`src/rtl/fifo_pkg.sv`:
```
// fifo_pkg: shared defaults and pointer type for the 8x16 FIFO controller.
package fifo_pkg;
   localparam int DEF_WIDTH = 16;
   localparam int DEF_DEPTH = 8;
   localparam int DEF_ADDR  = 3;
   typedef logic [DEF_ADDR:0] ptr_t;
endpackage

```
`src/rtl/sync_fifo_ctrl_8x16_if.sv`:
```
// sync_fifo_ctrl_8x16_if: producer/consumer handshake and RAM-port signals of the FIFO controller.
interface sync_fifo_ctrl_8x16_if import fifo_pkg::*; #(
   parameter int WIDTH = DEF_WIDTH,
   parameter int ADDR  = DEF_ADDR
);
   logic             wr_en, rd_en, ram_we, ram_re, data_valid, full, empty, overflow, underflow;
   logic [WIDTH-1:0] data_in, ram_data_in, ram_data_out, data_out;
   logic [ADDR-1:0]  ram_wr_addr, ram_rd_addr;
   logic [ADDR:0]    count;
   modport master (
      output wr_en, data_in, rd_en, ram_data_out,
      input  ram_we, ram_wr_addr, ram_data_in, ram_re, ram_rd_addr,
      input  data_out, data_valid, full, empty, count, overflow, underflow
   );
   modport slave (
      input  wr_en, data_in, rd_en, ram_data_out,
      output ram_we, ram_wr_addr, ram_data_in, ram_re, ram_rd_addr,
      output data_out, data_valid, full, empty, count, overflow, underflow
   );
endinterface

```
`src/rtl/fifo_ptr.sv`:
```
// fifo_ptr: lap-bit pointer counting modulo 2*DEPTH with an increment enable.
module fifo_ptr import fifo_pkg::*; #(
   parameter int DEPTH = DEF_DEPTH,
   parameter int W     = $bits(ptr_t)
) (
   input  logic         clk,
   input  logic         clr_n,
   input  logic         i_inc,
   output logic [W-1:0] o_ptr
);
   logic [W-1:0] r_ptr;
   always_ff @(posedge clk or negedge clr_n)
      if (!clr_n) r_ptr <= '0;
      else if (i_inc) r_ptr <= (r_ptr == W'(2*DEPTH-1)) ? '0 : r_ptr + 1'b1;
   assign o_ptr = r_ptr;
endmodule

```
`src/rtl/sync_fifo_ctrl_8x16.sv`:
```
// sync_fifo_ctrl_8x16: synchronous FIFO controller driving an external 8x16 RAM with 1-cycle read latency.
module sync_fifo_ctrl_8x16 import fifo_pkg::*; #(
   parameter int WIDTH = DEF_WIDTH,
   parameter int DEPTH = DEF_DEPTH,
   parameter int ADDR  = DEF_ADDR
) (
   input logic                  clk,
   input logic                  clr_n,
   sync_fifo_ctrl_8x16_if.slave bus
);
   logic [ADDR:0]    w_wptr, w_rptr, r_count;
   logic [WIDTH-1:0] w_data_out;
   logic             w_full, w_empty, w_wa, w_ra, r_valid, r_ovf, r_udf;
   fifo_ptr #(.DEPTH(DEPTH), .W(ADDR+1)) u_wptr (.clk(clk), .clr_n(clr_n), .i_inc(w_wa), .o_ptr(w_wptr));
   fifo_ptr #(.DEPTH(DEPTH), .W(ADDR+1)) u_rptr (.clk(clk), .clr_n(clr_n), .i_inc(w_ra), .o_ptr(w_rptr));
   // Flags come straight from registered pointers, so they reflect the start of the cycle.
   always_comb begin
      w_empty    = w_wptr == w_rptr;
      w_full     = (w_wptr[ADDR-1:0] == w_rptr[ADDR-1:0]) && (w_wptr[ADDR] != w_rptr[ADDR]);
      w_wa       = bus.wr_en && !w_full;
      w_ra       = bus.rd_en && !w_empty;
      w_data_out = r_valid ? bus.ram_data_out : '0;
   end
   always_ff @(posedge clk or negedge clr_n)
      if (!clr_n) begin
         r_count <= '0;
         r_valid <= 1'b0;
         r_ovf   <= 1'b0;
         r_udf   <= 1'b0;
      end else begin
         r_count <= (w_wa && !w_ra) ? r_count + 1'b1 : (w_ra && !w_wa) ? r_count - 1'b1 : r_count;
         r_valid <= w_ra;
         r_ovf   <= r_ovf | (bus.wr_en & w_full);
         r_udf   <= r_udf | (bus.rd_en & w_empty);
      end
   assign bus.ram_we      = w_wa;
   assign bus.ram_wr_addr = w_wptr[ADDR-1:0];
   assign bus.ram_data_in = bus.data_in;
   assign bus.ram_re      = w_ra;
   assign bus.ram_rd_addr = w_rptr[ADDR-1:0];
   assign bus.data_out    = w_data_out;
   assign bus.data_valid  = r_valid;
   assign bus.full        = w_full;
   assign bus.empty       = w_empty;
   assign bus.count       = r_count;
   assign bus.overflow    = r_ovf;
   assign bus.underflow   = r_udf;
endmodule

```
`src/flat_wrapper.sv`:
```
// flat-port wrapper written by rule: the top's interface ports become plain ports
module sync_fifo_ctrl_8x16_flat import fifo_pkg::*;
#(
   parameter int WIDTH = DEF_WIDTH,
   parameter int DEPTH = DEF_DEPTH,
   parameter int ADDR  = DEF_ADDR
)
  (clk, clr_n, bus_wr_en, bus_data_in, bus_rd_en, bus_ram_data_out, bus_ram_we, bus_ram_wr_addr, bus_ram_data_in, bus_ram_re, bus_ram_rd_addr, bus_data_out, bus_data_valid, bus_full, bus_empty, bus_count, bus_overflow, bus_underflow);
  sync_fifo_ctrl_8x16_if #(.WIDTH(WIDTH), .ADDR(ADDR)) bus_i ();
  input logic clk;
  input logic clr_n;
  input wire logic [$bits(bus_i.wr_en)-1:0] bus_wr_en;
  input wire logic [$bits(bus_i.data_in)-1:0] bus_data_in;
  input wire logic [$bits(bus_i.rd_en)-1:0] bus_rd_en;
  input wire logic [$bits(bus_i.ram_data_out)-1:0] bus_ram_data_out;
  output wire logic [$bits(bus_i.ram_we)-1:0] bus_ram_we;
  output wire logic [$bits(bus_i.ram_wr_addr)-1:0] bus_ram_wr_addr;
  output wire logic [$bits(bus_i.ram_data_in)-1:0] bus_ram_data_in;
  output wire logic [$bits(bus_i.ram_re)-1:0] bus_ram_re;
  output wire logic [$bits(bus_i.ram_rd_addr)-1:0] bus_ram_rd_addr;
  output wire logic [$bits(bus_i.data_out)-1:0] bus_data_out;
  output wire logic [$bits(bus_i.data_valid)-1:0] bus_data_valid;
  output wire logic [$bits(bus_i.full)-1:0] bus_full;
  output wire logic [$bits(bus_i.empty)-1:0] bus_empty;
  output wire logic [$bits(bus_i.count)-1:0] bus_count;
  output wire logic [$bits(bus_i.overflow)-1:0] bus_overflow;
  output wire logic [$bits(bus_i.underflow)-1:0] bus_underflow;
  assign bus_i.wr_en = bus_wr_en;
  assign bus_i.data_in = bus_data_in;
  assign bus_i.rd_en = bus_rd_en;
  assign bus_i.ram_data_out = bus_ram_data_out;
  assign bus_ram_we = bus_i.ram_we;
  assign bus_ram_wr_addr = bus_i.ram_wr_addr;
  assign bus_ram_data_in = bus_i.ram_data_in;
  assign bus_ram_re = bus_i.ram_re;
  assign bus_ram_rd_addr = bus_i.ram_rd_addr;
  assign bus_data_out = bus_i.data_out;
  assign bus_data_valid = bus_i.data_valid;
  assign bus_full = bus_i.full;
  assign bus_empty = bus_i.empty;
  assign bus_count = bus_i.count;
  assign bus_overflow = bus_i.overflow;
  assign bus_underflow = bus_i.underflow;
  sync_fifo_ctrl_8x16 #(.WIDTH(WIDTH), .DEPTH(DEPTH), .ADDR(ADDR)) u_core (.clk(clk), .clr_n(clr_n), .bus(bus_i));
endmodule
```
`config.mk`:
```
export PLATFORM = sky130hd
export DESIGN_NAME = sync_fifo_ctrl_8x16_flat
export DESIGN_NICKNAME = d
export VERILOG_FILES = /design/src/rtl/fifo_pkg.sv /design/src/rtl/sync_fifo_ctrl_8x16_if.sv /design/src/rtl/fifo_ptr.sv /design/src/rtl/sync_fifo_ctrl_8x16.sv /design/src/flat_wrapper.sv
export SDC_FILE = /design/constraint.sdc
export NUM_CORES = 1
export LEC_CHECK = 0
export BUFFER_PORTS_ARGS = -buffer_cell sky130_fd_sc_hd__buf_2
export CORE_ASPECT_RATIO = 0.9
export CORE_MARGIN = 2
export CORE_UTILIZATION = 30
export CTS_CLUSTER_SIZE = 24
export DETAILED_ROUTE_END_ITERATION = 6
export SLEW_MARGIN = 20
export SYNTH_ARGS = -nofsm -noshare
export SYNTH_HDL_FRONTEND = slang
export SYNTH_SLANG_ARGS = --single-unit
```
`constraint.sdc`:
```
create_clock -name clk -period 2.95 [get_ports clk]
set_input_delay 0.59 -clock clk [delete_from_list [all_inputs] [get_ports clk]]
set_output_delay 0.59 -clock clk [all_outputs]
set_load 0.03 [all_outputs]
```
==> summary.md <==
| Metric | Value |
|---|---|
| Skew-Pair Late Insertion Delay | 250 ps |
| Total chip power | 0.00184 W |
| Final Max Tran Viols | 0 |
| CP Capture Type | flop |
| # clock sinks | 15 |
| Tot GR Track Use | 12.1% |
| Slew HR | 76.4% |
| Largest net degree at the start of global routing | 18 |
| Share of layout cells above drive strength 1 | 41.2% |
| Final setup viols | 0 |
| Post-route minimum period | 2660 ps |
| Yosys warnings | 0 |
| Vias | 1008 |
| DIE AREA | 4630 um^2 |
| Worst-path clk slew | 60 ps |
| Fmax | 377 MHz |
| First-pass GRT wire length | 4390 um |
| Dpl cells | 209 |
| Gpl congestion | 0.760 |
| Wire per inst | 12.7 um |
| Flop2flop setup slack | 290 ps |
| Max Cap Violations | 0 |
| Max stage delay cell, worst path | dfrtp_1 |
| CP required | 3080 ps |
| Yosys top cell area share | 30.5% |
| Final ANT Viol Nets | 0 |
| Initial DRT Pass Iterations | 4 |
| Final std cells w/o fill | 213 |
| Hold WS | 245 ps |
| Pre-CTS setup slack | 292 ps |
| Post-cts repair resize count | 0 |
| Power Dens Cells | 1290 nW/um^2 |
| Starting Density | 30.6% |
| RSZ-0062 raised after global routing | false |
| FF-to-FF End | u_core.bus.count[3] |
| Post-synth top flop | dfrtp_1 |
| Final Hold Viols | 0 |
| CP max stage delay | 430 ps |
| Leading cell type in the layout, fill and taps excluded | buf_2 |
| Clock Root Buffer | clkbuf_8 |
| Antenna violations before repair | 0 |
| Vias in the first global route | 929 |
| Post-synthesis cell type count | 35 |
| GR Overflow Total | 0 |
| Final nets | 208 |
| Fin crit share | 90.0% |
| Register bit total from synthesis | 15 |
| Via-to-Cell Ratio | 4.73 |
| Core ar. | 4020 um^2 |
| Mapped Nets | 175 |
| Crit path cell chain | xnor2_1, and3_1, a21boi_2, ha_1, inv_1, ha_1, a21o_1, a2111oi_0, o31ai_1 |
| Largest area contributor in the netlist | dfrtp_1 |
| Setup Skew | 2.90 ps |
| DR iter-0 viols | 59 |
| Most frequent cells in the layout | buf_2 (52), and2_1 (17), dfrtp_1 (15) |
| CP arrival | 2780 ps |
| Num CTS Buffers | 3 |
| Synth area leaders | dfrtp_1 (31%), buf_4 (13%), and2_1 (8.6%) |
| H-tree depth | 1 |
| Port bufs | 52 |
| CP most frequent cell | ha_1 |
| Register area share after synthesis | 30.5% |
| Die Width | 71.5 um |
| CP Launch Type | flop |
| Cts hold-fix bufs | 0 |
| Synth Cell Area | 1230 um^2 |
| Post-synth EDFFs | 0 |
| Syn_area_per_cell | 9.25 um^2 |
| Peak VDD IR | 0.561 mV |
| Worst-margin pin slew | 345 ps |
| Status | complete, no violations |
| Area grow syn2layout | 15.7% |
| Ports | 85 |
| Tightest Hold Check Type | in2async |
| Leak | 0.699 nW |
| WS Path Type | reg2reg |
| Antenna diode count | 0 |
| Residual DRC count | 0 |
| CTS max path bufs | 2 |
| Critical Path Fanout Max | 5 |
| Site Rows | 22 |
| CTS tree | done |
| Post-Route Setup TNS | 0 ps |
| Post-DP HPWL | 2130 um |
| Worst setup margin | 294 ps |
| Worst reg2reg path depth | 9 |
| Ys async rst share | 100% |
| Critical R2R Launch | u_core.u_rptr.o_ptr[1] |
| Post-synthesis cell count | 133 |
| Die Height | 64.7 um |
| Post-CTS Setup Inserts | 0 |
| WL final | 2710 um |
[kinds of logic after synthesis]
kind of cell    synth area share (%)
compound gates                  16.2
xor+xnor                        7.02
fa+ha+maj                       6.71
buf+inv                         17.1
flops                           30.5
mux                             4.17
simple gates                    18.3
[how the worst max path moves through the flow]
stage | startpoint | to | slack, ps | depth (start not counted)
6_report | u_core.u_rptr.o_ptr[1] | u_core.bus.count[3] | 290 | 9
5_1_grt | u_core.u_rptr.o_ptr[1] | u_core.bus.count[3] | 100 | 9
4_1_cts | u_core.u_rptr.o_ptr[1] | u_core.bus.count[3] | 300 | 9
3_5_place_dp | u_core.u_rptr.o_ptr[1] | u_core.bus.count[3] | 290 | 9
3_3_place_gp | u_core.u_rptr.o_ptr[1] | u_core.bus.count[3] | 390 | 9
2_1_floorplan | u_core.u_rptr.o_ptr[1] | u_core.bus.count[3] | 300 | 9
[sequential cells by signal, indices dropped and copies added (netlist names)]
| name | cells |
|---|---|
| u_core.bus.data_valid | 1 |
| u_core.bus.overflow | 1 |
| u_core.u_rptr.o_ptr | 4 |
| u_core.bus.count | 4 |
| u_core.u_wptr.o_ptr | 4 |
| u_core.bus.underflow | 1 |
[power by group]
part           switching, W  internal, W
combinational      0.000733     0.000473
clock             0.0000750    0.0000958
sequential         0.000149     0.000312
total              0.000958     0.000881
[metrics by stage]
stage	instance area (um^2)	utilization [%]
after floorplan	1230	-
after global placement	1380	34.3
after detailed placement	1380	34.3
after CTS	1420	35.4
final	1420	35.4
after global routing	1420	35.4
[layout make-up]
cell class	instances	area [um^2]
repair buffers	55	283
clock buffers	4	45.0
inverters	4	15.0
fillers	418	2600
well taps	48	60.1
multi-input cells	87	644
flip-flops and latches	15	375
[synth_stat cells, drive strengths merged, types with 4 or more instances]
master / count
buf: 23
and2: 18
dfrtp: 15
xnor2: 8
a21oi: 7
nand2: 7
nor2: 6
ha: 5
o21ai: 5
clkbuf: 4
inv: 4
nand3: 4
[per-layer routing]
metal | global-route usage (%) | part of all wire, %
met5 | 0 | 0
met2 | 18.1 | 42
met1 | 16.5 | 47
met3 | 3.27 | 7.8
met4 | 4.95 | 2.9
[worst max-delay path: cells and delay by family, from the launching register on]
| kind | cells | cell delay (ps) |
|---|---|---|
| buf+inv | 1 | 160 |
| simple gates | 1 | 280 |
| fa+ha+maj | 2 | 500 |
| xor+xnor | 1 | 360 |
| flops | 1 | 430 |
| compound gates | 4 | 800 |
No activity file was read; power rests on OpenSTA's default activity.
